[config.mk]
export PLATFORM = sky130hd
export DESIGN_NAME = stage_fetch
export DESIGN_NICKNAME = d
export VERILOG_FILES = /design/src/rtl/cpu_pkg.sv /design/src/rtl/adder32.sv /design/src/rtl/fetch_skid_buffer.sv /design/src/rtl/stage_fetch.sv
export SDC_FILE = /design/constraint.sdc
export NUM_CORES = 1
export LEC_CHECK = 0
export ABC_AREA = 1
export BUFFER_PORTS_ARGS = -buffer_cell sky130_fd_sc_hd__clkbuf_2
export CORE_UTILIZATION = 30
export DETAILED_ROUTE_END_ITERATION = 8
export PLACE_DENSITY = 0.58
export SETUP_SLACK_MARGIN = 0.4
export SYNTH_ARGS = -nofsm -noshare
export SYNTH_HDL_FRONTEND = slang
export SYNTH_SLANG_ARGS = --single-unit
[constraint.sdc]
create_clock -name clock -period 2.4 [get_ports clock]
set_input_delay 0.12 -clock clock [delete_from_list [all_inputs] [get_ports clock]]
set_output_delay 0.12 -clock clock [all_outputs]
set_load 0.005 [all_outputs]
[src/rtl/cpu_pkg.sv]
// rtl/cpu_pkg.sv - constants and types shared by the fetch, decode and execute stages
package cpu_pkg;

  localparam logic [31:0] NOP_INSN = 32'd0;

  localparam logic [4:0] OPC_J   = 5'b00001;
  localparam logic [4:0] OPC_JAL = 5'b00011;

  typedef enum logic [1:0] {
    FILL = 2'd0,
    RUN  = 2'd1,
    HELD = 2'd2
  } fetch_state_t;

endpackage

[src/rtl/adder32.sv]
// rtl/adder32.sv - 32-bit modulo adder, no carry out
module adder32 (
  input  logic [31:0] a,
  input  logic [31:0] b,
  output logic [31:0] sum
);

  assign sum = a + b;

endmodule

[src/rtl/fetch_skid_buffer.sv]
// rtl/fetch_skid_buffer.sv - one-entry {insn, pc} holding register
// Priority: reset/flush, then load, then drain.
module fetch_skid_buffer (
  input  logic        clock,
  input  logic        reset,
  input  logic        flush,
  input  logic        load,
  input  logic        drain,
  input  logic [31:0] load_insn,
  input  logic [31:0] load_pc,
  output logic        valid,
  output logic [31:0] insn,
  output logic [31:0] pc
);

  logic        r_valid;
  logic [31:0] r_insn;
  logic [31:0] r_pc;

  always_ff @(posedge clock) begin
    if (reset) begin
      r_valid <= 1'b0;
      r_insn  <= 32'd0;
      r_pc    <= 32'd0;
    end else if (flush) begin
      r_valid <= 1'b0;
    end else if (load) begin
      r_valid <= 1'b1;
      r_insn  <= load_insn;
      r_pc    <= load_pc;
    end else if (drain) begin
      r_valid <= 1'b0;
    end
  end

  assign valid = r_valid;
  assign insn  = r_insn;
  assign pc    = r_pc;

endmodule

[src/rtl/stage_fetch.sv]
// rtl/stage_fetch.sv - instruction fetch stage: PC, ROM request tracking, skid buffer, F/D outputs
// The fetch state is derived from the request/skid valid bits rather than stored separately.
module stage_fetch
  import cpu_pkg::*;
#(
  parameter int          IMEM_ADDR_W = 12,
  parameter logic [31:0] RESET_PC    = 32'd0
) (
  input  logic                   clock,
  input  logic                   reset,
  input  logic                   stall,
  input  logic                   branched_jumped,
  input  logic [31:0]            pc_in,
  output logic [IMEM_ADDR_W-1:0] imem_addr,
  input  logic [31:0]            imem_q,
  output logic [31:0]            insn_fd,
  output logic [31:0]            pc_fd,
  output logic                   valid_fd,
  output logic [4:0]             pc_upper_5
);

  logic [31:0] r_pc_q;
  logic        r_req_valid;
  logic [31:0] r_req_pc;
  logic [31:0] r_insn_fd;
  logic [31:0] r_pc_fd;
  logic        r_valid_fd;

  fetch_state_t w_state;
  logic [31:0]  w_pc_inc;
  logic [31:0]  w_fd_src_pc;
  logic [31:0]  w_fd_pc_inc;
  logic         w_skid_valid;
  logic [31:0]  w_skid_insn;
  logic [31:0]  w_skid_pc;
  logic         w_skid_load;
  logic         w_skid_drain;
  logic         w_skid_flush;
  logic [31:0]  w_pc_nxt;
  logic         w_req_valid_nxt;
  logic [31:0]  w_req_pc_nxt;
  logic [31:0]  w_insn_nxt;
  logic [31:0]  w_pc_fd_nxt;
  logic         w_valid_nxt;

  adder32 u_pc_inc (
    .a   (r_pc_q),
    .b   (32'd1),
    .sum (w_pc_inc)
  );

  assign w_fd_src_pc = w_skid_valid ? w_skid_pc : r_req_pc;

  adder32 u_fd_pc_inc (
    .a   (w_fd_src_pc),
    .b   (32'd1),
    .sum (w_fd_pc_inc)
  );

  fetch_skid_buffer u_skid (
    .clock     (clock),
    .reset     (reset),
    .flush     (w_skid_flush),
    .load      (w_skid_load),
    .drain     (w_skid_drain),
    .load_insn (imem_q),
    .load_pc   (r_req_pc),
    .valid     (w_skid_valid),
    .insn      (w_skid_insn),
    .pc        (w_skid_pc)
  );

  always_comb begin
    w_state = FILL;
    if (w_skid_valid) begin
      w_state = HELD;
    end else if (r_req_valid) begin
      w_state = RUN;
    end
  end

  always_comb begin
    w_pc_nxt        = r_pc_q;
    w_req_valid_nxt = r_req_valid;
    w_req_pc_nxt    = r_req_pc;
    w_insn_nxt      = r_insn_fd;
    w_pc_fd_nxt     = r_pc_fd;
    w_valid_nxt     = r_valid_fd;
    w_skid_load     = 1'b0;
    w_skid_drain    = 1'b0;
    w_skid_flush    = 1'b0;

    if (branched_jumped) begin
      w_pc_nxt        = pc_in;
      w_req_valid_nxt = 1'b0;
      w_insn_nxt      = NOP_INSN;
      w_pc_fd_nxt     = 32'd0;
      w_valid_nxt     = 1'b0;
      w_skid_flush    = 1'b1;
    end else if (stall) begin
      // Park the in-flight ROM word so the stall cannot drop it.
      if (w_state == RUN) begin
        w_skid_load     = 1'b1;
        w_req_valid_nxt = 1'b0;
      end
    end else begin
      case (w_state)
        HELD: begin
          w_insn_nxt   = w_skid_insn;
          w_pc_fd_nxt  = w_fd_pc_inc;
          w_valid_nxt  = 1'b1;
          w_skid_drain = 1'b1;
        end
        RUN: begin
          w_insn_nxt  = imem_q;
          w_pc_fd_nxt = w_fd_pc_inc;
          w_valid_nxt = 1'b1;
        end
        default: begin
          w_insn_nxt  = NOP_INSN;
          w_pc_fd_nxt = 32'd0;
          w_valid_nxt = 1'b0;
        end
      endcase
      w_req_valid_nxt = 1'b1;
      w_req_pc_nxt    = r_pc_q;
      w_pc_nxt        = w_pc_inc;
    end
  end

  always_ff @(posedge clock) begin
    if (reset) begin
      r_pc_q      <= RESET_PC;
      r_req_valid <= 1'b0;
      r_req_pc    <= 32'd0;
      r_insn_fd   <= NOP_INSN;
      r_pc_fd     <= 32'd0;
      r_valid_fd  <= 1'b0;
    end else begin
      r_pc_q      <= w_pc_nxt;
      r_req_valid <= w_req_valid_nxt;
      r_req_pc    <= w_req_pc_nxt;
      r_insn_fd   <= w_insn_nxt;
      r_pc_fd     <= w_pc_fd_nxt;
      r_valid_fd  <= w_valid_nxt;
    end
  end

  a_req_skid_exclusive: assert property (@(posedge clock) disable iff (reset)
    !(r_req_valid && w_skid_valid));

  assign imem_addr  = r_pc_q[IMEM_ADDR_W-1:0];
  assign insn_fd    = r_insn_fd;
  assign pc_fd      = r_pc_fd;
  assign valid_fd   = r_valid_fd;
  assign pc_upper_5 = r_pc_fd[31:27];

endmodule

* After elaboration in Yosys (flattened, before gate mapping) *
Index checks and enable logic that the tools add are counted.

operators by class
  add/sub/neg operators = 2
  multiply operators = 0
  divide/modulo/power cells = 0
  magnitude comparators = 0
  equality and inequality tests = 4
  shift operators = 0
  mux-type cells = 19
  bitwise operators = 3
  reduce and logical (&&, ||, !) cells = 6

operator list
  operator                 count
  $mux W32                 4
  $add A32 B1 Y32 const B  2
  $pmux W32 S2             1
  $mux W1                  13
  $reduce_or A2 Y1         3
  $ne A2 B1 Y1 const B     2
  $reduce_and A2 Y1        2
  $not A1 Y1               3
  $eq A2 B1 Y1 const B     1
  $eq A2 B2 Y1 const B     1
  $mux W2                  1
  $reduce_bool A2 Y1       1

word-level totals
  register bits after elaboration = 195
  latch bits = 0
  bits in writable memories = 0
  memory bits (read-only) = 0
  bits of input ports = 68
  output and inout port bits = 82
  word-level logic and storage cells = 43
  memories = 0

* Logic depth before layout (Yosys ltp) *
Gate-level depths: netlist of the first run.

  depth in word-level cells = 8
  depth in mapped cells = 14
  mapped depth without buffers = 13

* Hierarchy *
Synthesis of the first run repeated with hierarchy kept, for this count alone.

second synthesis, totals
  cell total of the unflattened synthesis = 2244
  area, all modules = 13311.5 sq um

by module, submodules not included
  module                 instances  cells an instance  area each (sq um)  seq. area each (sq um)
  stage_fetch            1          839                5774.3             2602.5
  fetch_skid_buffer      1          420                2829.0             1301.2
  adder32 (u_fd_pc_inc)  1          494                2384.8             0.0
  adder32 (u_pc_inc)     1          491                2323.5             0.0

* Least setup slack after synthesis of the first run *
Ideal clock, no wire load.

  path kind = reg-to-reg
  from = reg u_skid.r_valid (netlist: u_skid.valid)
  to = reg r_pc_fd[30] (netlist: pc_fd[30])
  library setup time = 71 ps
  data arrival time = 1767 ps
  data required time = 2329 ps
  setup slack = 562 ps
  stages on the path, launching flop included = 15
  path buffers = 2
  clock period less this slack = 1838 ps
  cells stage by stage = dfxtp_1 buf_6 buf_6 nand2_1 o21ai_2 inv_1 ha_1 nand2_1 nor2_2 nand2_2 nor2_8 nand2_1 nand2_1 nand3_1 a21oi_1

on the way
  cells in the longest elaborated chain, start to end = 4
  elaborated cells on any way between the ends = 7
  those cells by class = add/sub: 1; eq/ne: 2; mux: 3; reduce/logical: 1

ends and longest elaborated chain
  element                                                                  line                     source
  start: declaration                                                       fetch_skid_buffer.sv:16  logic r_valid;
  start signal: assignment                                                 fetch_skid_buffer.sv:22  r_valid <= 1'b0;
  start signal: assignment                                                 fetch_skid_buffer.sv:26  r_valid <= 1'b0;
  start signal: assignment                                                 fetch_skid_buffer.sv:28  r_valid <= 1'b1;
  parallel branches: the longest is 3 deep, another holds $add A32 B1 Y32  n/a
  $mux W32 (*)                                                             stage_fetch.sv:107       case (w_state)
  end signal: assignment                                                   stage_fetch.sv:144       r_pc_fd <= w_pc_fd_nxt;
  end: declaration                                                         stage_fetch.sv:26        logic [31:0] r_pc_fd;

Every way passes the cells marked *.
A chain may end at the register's enable or synchronous reset.

* Worst setup path in the final report of the first run *
  from = reg u_skid.r_valid (netlist: u_skid.valid)
  to = reg r_pc_fd[21] (netlist: pc_fd[21])

Same word-level chain as after synthesis.

==> results of run 1 <==
[worst min path at each step]
stage,startpoint,to,cells past startpoint
6_report,pc_in[19],r_pc_q[19]$_SDFFE_PP0P_,5
5_1_grt,pc_in[20],r_pc_q[20]$_SDFFE_PP0P_,5
4_1_cts,pc_in[12],r_pc_q[12]$_SDFFE_PP0P_,5
3_5_place_dp,pc_in[4],r_pc_q[4]$_SDFFE_PP0P_,3
3_3_place_gp,pc_in[4],r_pc_q[4]$_SDFFE_PP0P_,3
2_1_floorplan,pc_in[4],r_pc_q[4]$_SDFFE_PP0P_,2
[through the flow]
step	hold WS (ps)	util [%]	area, µm²
3_5_place_dp	362.2	33.51	10600
4_1_cts	1.777	36.97	11700
2_1_floorplan	253.3	-	9663
3_3_place_gp	358.3	33.51	10600
5_1_grt	26.21	37.49	11860
6_report	15.33	37.49	11860
[layer usage]
layer	GRT usage, %	part of all wire, %
met1	26.95	54
met2	25.49	42
met3	2.507	3.3
met4	4.542	1.2
met5	0	0
[state kept, by name, indices dropped and copies added (netlist names), 32 cells and up]
| register | flops |
|---|---|
| u_skid.pc | 32 |
| insn_fd | 32 |
| u_skid.insn | 32 |
| r_req_pc | 32 |
| pc_fd | 32 |
| r_pc_q | 32 |
[layout by cell type, fill, tap and decap left out, types with 7 or more instances in the layout]
master	instances
nand2_1	350
dfxtp_1	188
nor2_1	167
clkbuf_2	149
a21oi_1	143
o21ai_0	118
inv_1	111
nand3_1	68
dlygate4sd3_1	46
nand2_2	32
buf_4	22
nand4_1	21
clkbuf_16	18
nor2_2	17
nor3_1	16
a211oi_1	13
nor2_4	12
o211ai_1	7
nand3b_1	7
[final cells by class]
class | count | area, µm²
Clock buffer | 19 | 452.9
Tap cell | 402 | 503.0
Multi-Input combinational cell | 1017 | 4883
Sequential cell | 195 | 3915
Inverter | 118 | 450.4
Fill cell | 3371 | 19780
Timing Repair Buffer | 223 | 1488
Clock inverter | 13 | 167.7
[power by group]
group / internal (mW) / leakage, nW / switching (mW)
clock network: 1.63 / 0.301 / 1.39
registers: 3.34 / 1.59 / 0.0952
logic: 0.271 / 2.97 / 0.428
total: 5.24 / 4.86 / 1.91
[worst max-delay path, delay by kind of cell (launching register included)]
family	cells	cell delay, ps
AO/OA/AOI/OAI	2	220
AND/OR/NAND/NOR	8	900
buffers and inverters	2	260
flip-flops	1	400
[logic make-up after synthesis]
kind of cell    Yosys count  share of synthesized area, %
xor+xnor                  2                        0.1813
flops                   195                         40.40
buf+inv                 213                         9.867
simple gates            700                         31.57
fa+ha+maj                 2                        0.2589
compound gates          313                         17.73
[what timing repair did]
item,CTS,global route
pin swaps,0,6
setup endpoints to repair,29,40
cloned,0,1
resized for setup,4,33
hold buffers,46,0
hold endpoints to repair,78,0
buffers inserted,0,7
==> flow_summary.ini, run 1 <==
[sta]
fin_setup_tns_ps = 0
setup_viol = 0
drv_slew = 0
slew_headroom_pct = 27.00
rsz0062_at_grt = true
finalCritPeriodShare_pct = 78.82
fin_crit_ps = 1892
finalHoldViolations = 0
worst_pin_slew_ps = 1088
clock_skew_ps = 17.86
setup_ws_ps = 508.3
fmax_mhz = 528.6

[cells_and_area]
synthToLayoutAreaGrowth_pct = 22.74
insertedDiodeCount = 0
drive_above_1_share_pct = 19.12
finalNonFillerCells = 1987
final_nets = 1642

[status]
outcome = completed

[detailed_routing]
route.detailed.drc = 0
vias = 9579
drt_iter0_drc = 605
drt_wl_total_mm = 29.05
via_per_inst = 4.821
post_drt_wl_per_cell_um = 14.62
drtPass1Iterations = 5
ant_nets = 0

[floorplanning]
die_w_um = 181.5
die_h_um = 181.5
start_util_pct = 30.54
rows = 65
die_area_um2 = 32930
io_pins = 150
coreArea_um2 = 31640

[grt]
grt_pass1_wl_mm = 46.77
grt_start_max_net_pins = 73
grtUsageTotal_pct = 17.64
antenna_found_initial = 0
grt_pass1_vias = 8700
grt-ovfl-total = 0

[synthesis]
synth_edf_count = 0
synth_flop_cell = dfxtp_1
yosys-top-cells-count = nand2_1, dfxtp_1, nor2_1, a21oi_1, o21ai_0
async_reset_ff_share_pct = 0
synth_fp_nets = 1495
syn_avg_cell_area_um2 = 6.781
yosysWarnings = 0
syn-instance-count = 1425
netlist_area_um2 = 9663
seq_area_frac_synth_pct = 40.40
synth-seq-cells = 195
netlist.area_leader.share_pct = 40.40
netlist_top_cells_area = dfxtp_1, nand2_1, a21oi_1
yosysUniqueCellTypes = 49
yosysTopAreaCell = dfxtp_1
post-synth-top-count-cell = nand2_1

[place]
io_buffers = 149
pre_cts_ws_ps = 288.8
gp_congestion = 0.8747
dpl.hpwl_mm = 20.17
place_inst = 1901

[clock_network]
numCtsBuffers = 17
cts_sinks = 195
clock_path_buffers = 2
clk_latency_ps = 440
root_buffer = clkbuf_16
clk_pin_slew_worst_paths_ps = 80
cts_max_level = 4
cts_tree = built

[job]
cap_violations = 0

[pwr]
power_density_nw_per_um2 = 603.2
vdd_drop_max_v = 0.0004946
p_leak_nw = 4.862
total_power_mw = 7.154

[worst_setup_path]
cp-startpoint = u_skid.valid$_SDFFE_PP0P_
crit_path_start_kind = flop
path_class = flop to flop
r2r_end = pc_fd[21]$_SDFFE_PP0N_
path_max_fanout = 24
cp.arrival_ps = 2240
cp_common_cell = nand2_2
cp_cell_sequence = inv_6 -> buf_12 -> nand2_1 -> nand2_2 -> nand2_2 -> nor2_4 -> nand2_2 -> nor2_8 -> nand2_1 -> o21ai_1 -> nand3_1 -> a21oi_2
cp-end-kind = flop
max_stage_delay_ps = 400
endpoint = pc_fd[21]$_SDFFE_PP0N_
r2r-start = u_skid.valid$_SDFFE_PP0P_
rrSetupSlack_ps = 510
slowest_stage = dfxtp_4
required_ps = 2750
worstRegToRegCells = 12

[worst_hold_path]
min_path_type = input pin to flop
No activity file was read; power rests on OpenSTA's default activity.
==> run 2, diff against run 1 <==
--- a/config.mk
+++ b/config.mk
@@ -9,7 +9,7 @@
 export BUFFER_PORTS_ARGS = -buffer_cell sky130_fd_sc_hd__clkbuf_2
 export CORE_UTILIZATION = 30
 export DETAILED_ROUTE_END_ITERATION = 8
-export PLACE_DENSITY = 0.58
+export PLACE_DENSITY = 0.59
 export SETUP_SLACK_MARGIN = 0.4
 export SYNTH_ARGS = -nofsm -noshare
 export SYNTH_HDL_FRONTEND = slang
==> constraint.sdc (replaced) <==
create_clock -name clock -period 1.7 [get_ports clock]
set_input_delay 0.085 -clock clock [delete_from_list [all_inputs] [get_ports clock]]
set_output_delay 0.085 -clock clock [all_outputs]
set_load 0.005 [all_outputs]
==> run 2 against run 1 <==
- the flow now finishes with violations (setup timing)
- power increased by 45%
- die area unchanged
- critical endpoint is now pc_fd[20]$_SDFFE_PP0N_
- clock-buffer cell count decreased by 2
- worst hold slack improved by 14 ps
==> flow_summary.ini, run 2 (synthesis results as in run 1) <==
[floorplanning]
start_util_pct = 30.54
die_area_um2 = 32930
io_pins = 150
die_h_um = 181.5
rows = 65
coreArea_um2 = 31640
die_w_um = 181.5

[clock_network]
cts_tree = built
cts_sinks = 195
root_buffer = clkbuf_16
clock_path_buffers = 2
numCtsBuffers = 17
clk_pin_slew_worst_paths_ps = 90
cts_max_level = 4
clk_latency_ps = 440

[detailed_routing]
drt_wl_total_mm = 32.67
via_per_inst = 4.928
drt_iter0_drc = 972
drtPass1Iterations = 5
post_drt_wl_per_cell_um = 15.20
ant_nets = 0
route.detailed.drc = 0
vias = 10591

[cells_and_area]
multi_input_area_um2 = 5756
finalNonFillerCells = 2149
ff_latch_area_um2 = 3944
final_cell_mix = nand2_1, dfxtp_1, clkbuf_2, nor2_1
layout_commonest_cell = nand2_1
nFillCells = 3128
synthToLayoutAreaGrowth_pct = 49.18
insertedDiodeCount = 0
final_nets = 1804
design_area_um2 = 14420
drive_above_1_share_pct = 35.20

[grt]
grt_pass1_wl_mm = 48.42
grt-ovfl-total = 0
grt_pass1_vias = 9332
antenna_found_initial = 0
grt_start_max_net_pins = 41
grtUsageTotal_pct = 18.22

[pwr]
p_sw_mw = 3.049
power_density_nw_per_um2 = 720.2
power_frac_seq_pct = 46.6
clock_power_share_pct = 40.2
switching_share_pct = 29.37
p_int_mw = 7.332
p_leak_nw = 6.156
total_power_mw = 10.38
vdd_drop_max_v = 0.0006921
comb_power_share_pct = 13.2

[sta]
slew_headroom_pct = 62.57
rsz0062_at_grt = true
fin_crit_ps = 1869
fin_setup_tns_ps = -2179
drv_slew = 0
finalHoldViolations = 0
setup_ws_ps = -168.9
clock_skew_ps = 11.67
worst_pin_slew_ps = 555.6
fmax_mhz = 535.1
finalCritPeriodShare_pct = 109.9
setup_viol = 28

[place]
io_buffers = 149
dpl.hpwl_mm = 21.05
place_inst = 2001
gp_congestion = 0.8939
dpl_cell_area_um2 = 11670
pre_cts_ws_ps = -196.7

[worst_hold_path]
hold_depth = 6
hp-start = pc_in[26]
min_path_type = input pin to flop
min_to = r_pc_q[26]$_SDFFE_PP0P_

[worst_setup_path]
path_class = flop to flop
crit_path_start_kind = flop
rrSetupSlack_ps = -170
required_ps = 2080
cp.arrival_ps = 2250
worstRegToRegCells = 12
cp-end-kind = flop
r2r_end = pc_fd[20]$_SDFFE_PP0N_
path_max_fanout = 8
r2r-start = u_skid.valid$_SDFFE_PP0P_

[status]
outcome = finished, violations left
violations = setup timing

[job]
cap_violations = 0
==> run 2: how the worst max path moves through the flow <==
stage | slack, ps | startpoint | cells after the start | endpoint
floorplan | 5 | u_skid.valid$_SDFFE_PP0P_ | 14 | pc_fd[30]$_SDFFE_PP0N_
global placement | -150 | u_skid.valid$_SDFFE_PP0P_ | 11 | pc_fd[20]$_SDFFE_PP0N_
detailed placement | -200 | u_skid.valid$_SDFFE_PP0P_ | 11 | pc_fd[21]$_SDFFE_PP0N_
CTS | -100 | u_skid.valid$_SDFFE_PP0P_ | 11 | pc_fd[21]$_SDFFE_PP0N_
global route | -230 | u_skid.valid$_SDFFE_PP0P_ | 11 | pc_fd[21]$_SDFFE_PP0N_
finish | -170 | u_skid.valid$_SDFFE_PP0P_ | 12 | pc_fd[20]$_SDFFE_PP0N_
==> run 2: layer usage <==
metal  global-route usage, %  wire length (µm)
met3                   2.828              1567
met4                   5.119               514
met1                   26.80             15970
met5                       0                 0
met2                   27.22             14620
==> run 2: power by group through the flow <==
stage          Sequential (mW)  Combinational, mW  Clock [mW]
2_1_floorplan             4.91              0.600           0
3_3_place_gp              4.94               1.07           0
3_5_place_dp              4.94               1.08           0
4_1_cts                   4.83               1.25        4.26
5_1_grt                   4.86               1.50        4.43
6_report                  4.84               1.37        4.17
==> run 2: layout make-up <==
class,instances,share of cell area [%]
Clock buffer,17,2.951
Tap cell,402,3.489
Multi-Input combinational cell,1018,39.93
Timing Repair inverter,1,0.07812
Sequential cell,195,27.36
Clock inverter,15,1.276
Inverter,118,3.290
Timing Repair Buffer,383,21.63
==> run 2: critical path, stage by stage (launching register included) <==
cell     delay [ps]
dfxtp_4         460
buf_12          160
o21ai_4          80
inv_2            80
ha_4            160
nand3_2          70
inv_2            80
nand2_4          70
nor2_4          220
nand2_1          90
o21ai_2          70
nand3_2         130
a21oi_1         140
==> run 2: repair_timing <==
| action | CTS | global route |
|---|---|---|
| resized for setup | 106 | 187 |
| pin swaps | 38 | 62 |
| endpoints found under the setup margin | 152 | 157 |
| hold buffers | 56 | 0 |
| setup buffers | 24 | 21 |
| hold endpoints to repair | 88 | 0 |
| cloned | 0 | 15 |
==> run 2: per-stage QoR <==
step	util [%]	hold slack (ps)
floorplan	-	218.3
global route	45.56	45.92
global placement	36.88	306.4
detailed placement	36.88	320.8
finish	45.56	29.22
CTS	42.33	7.089
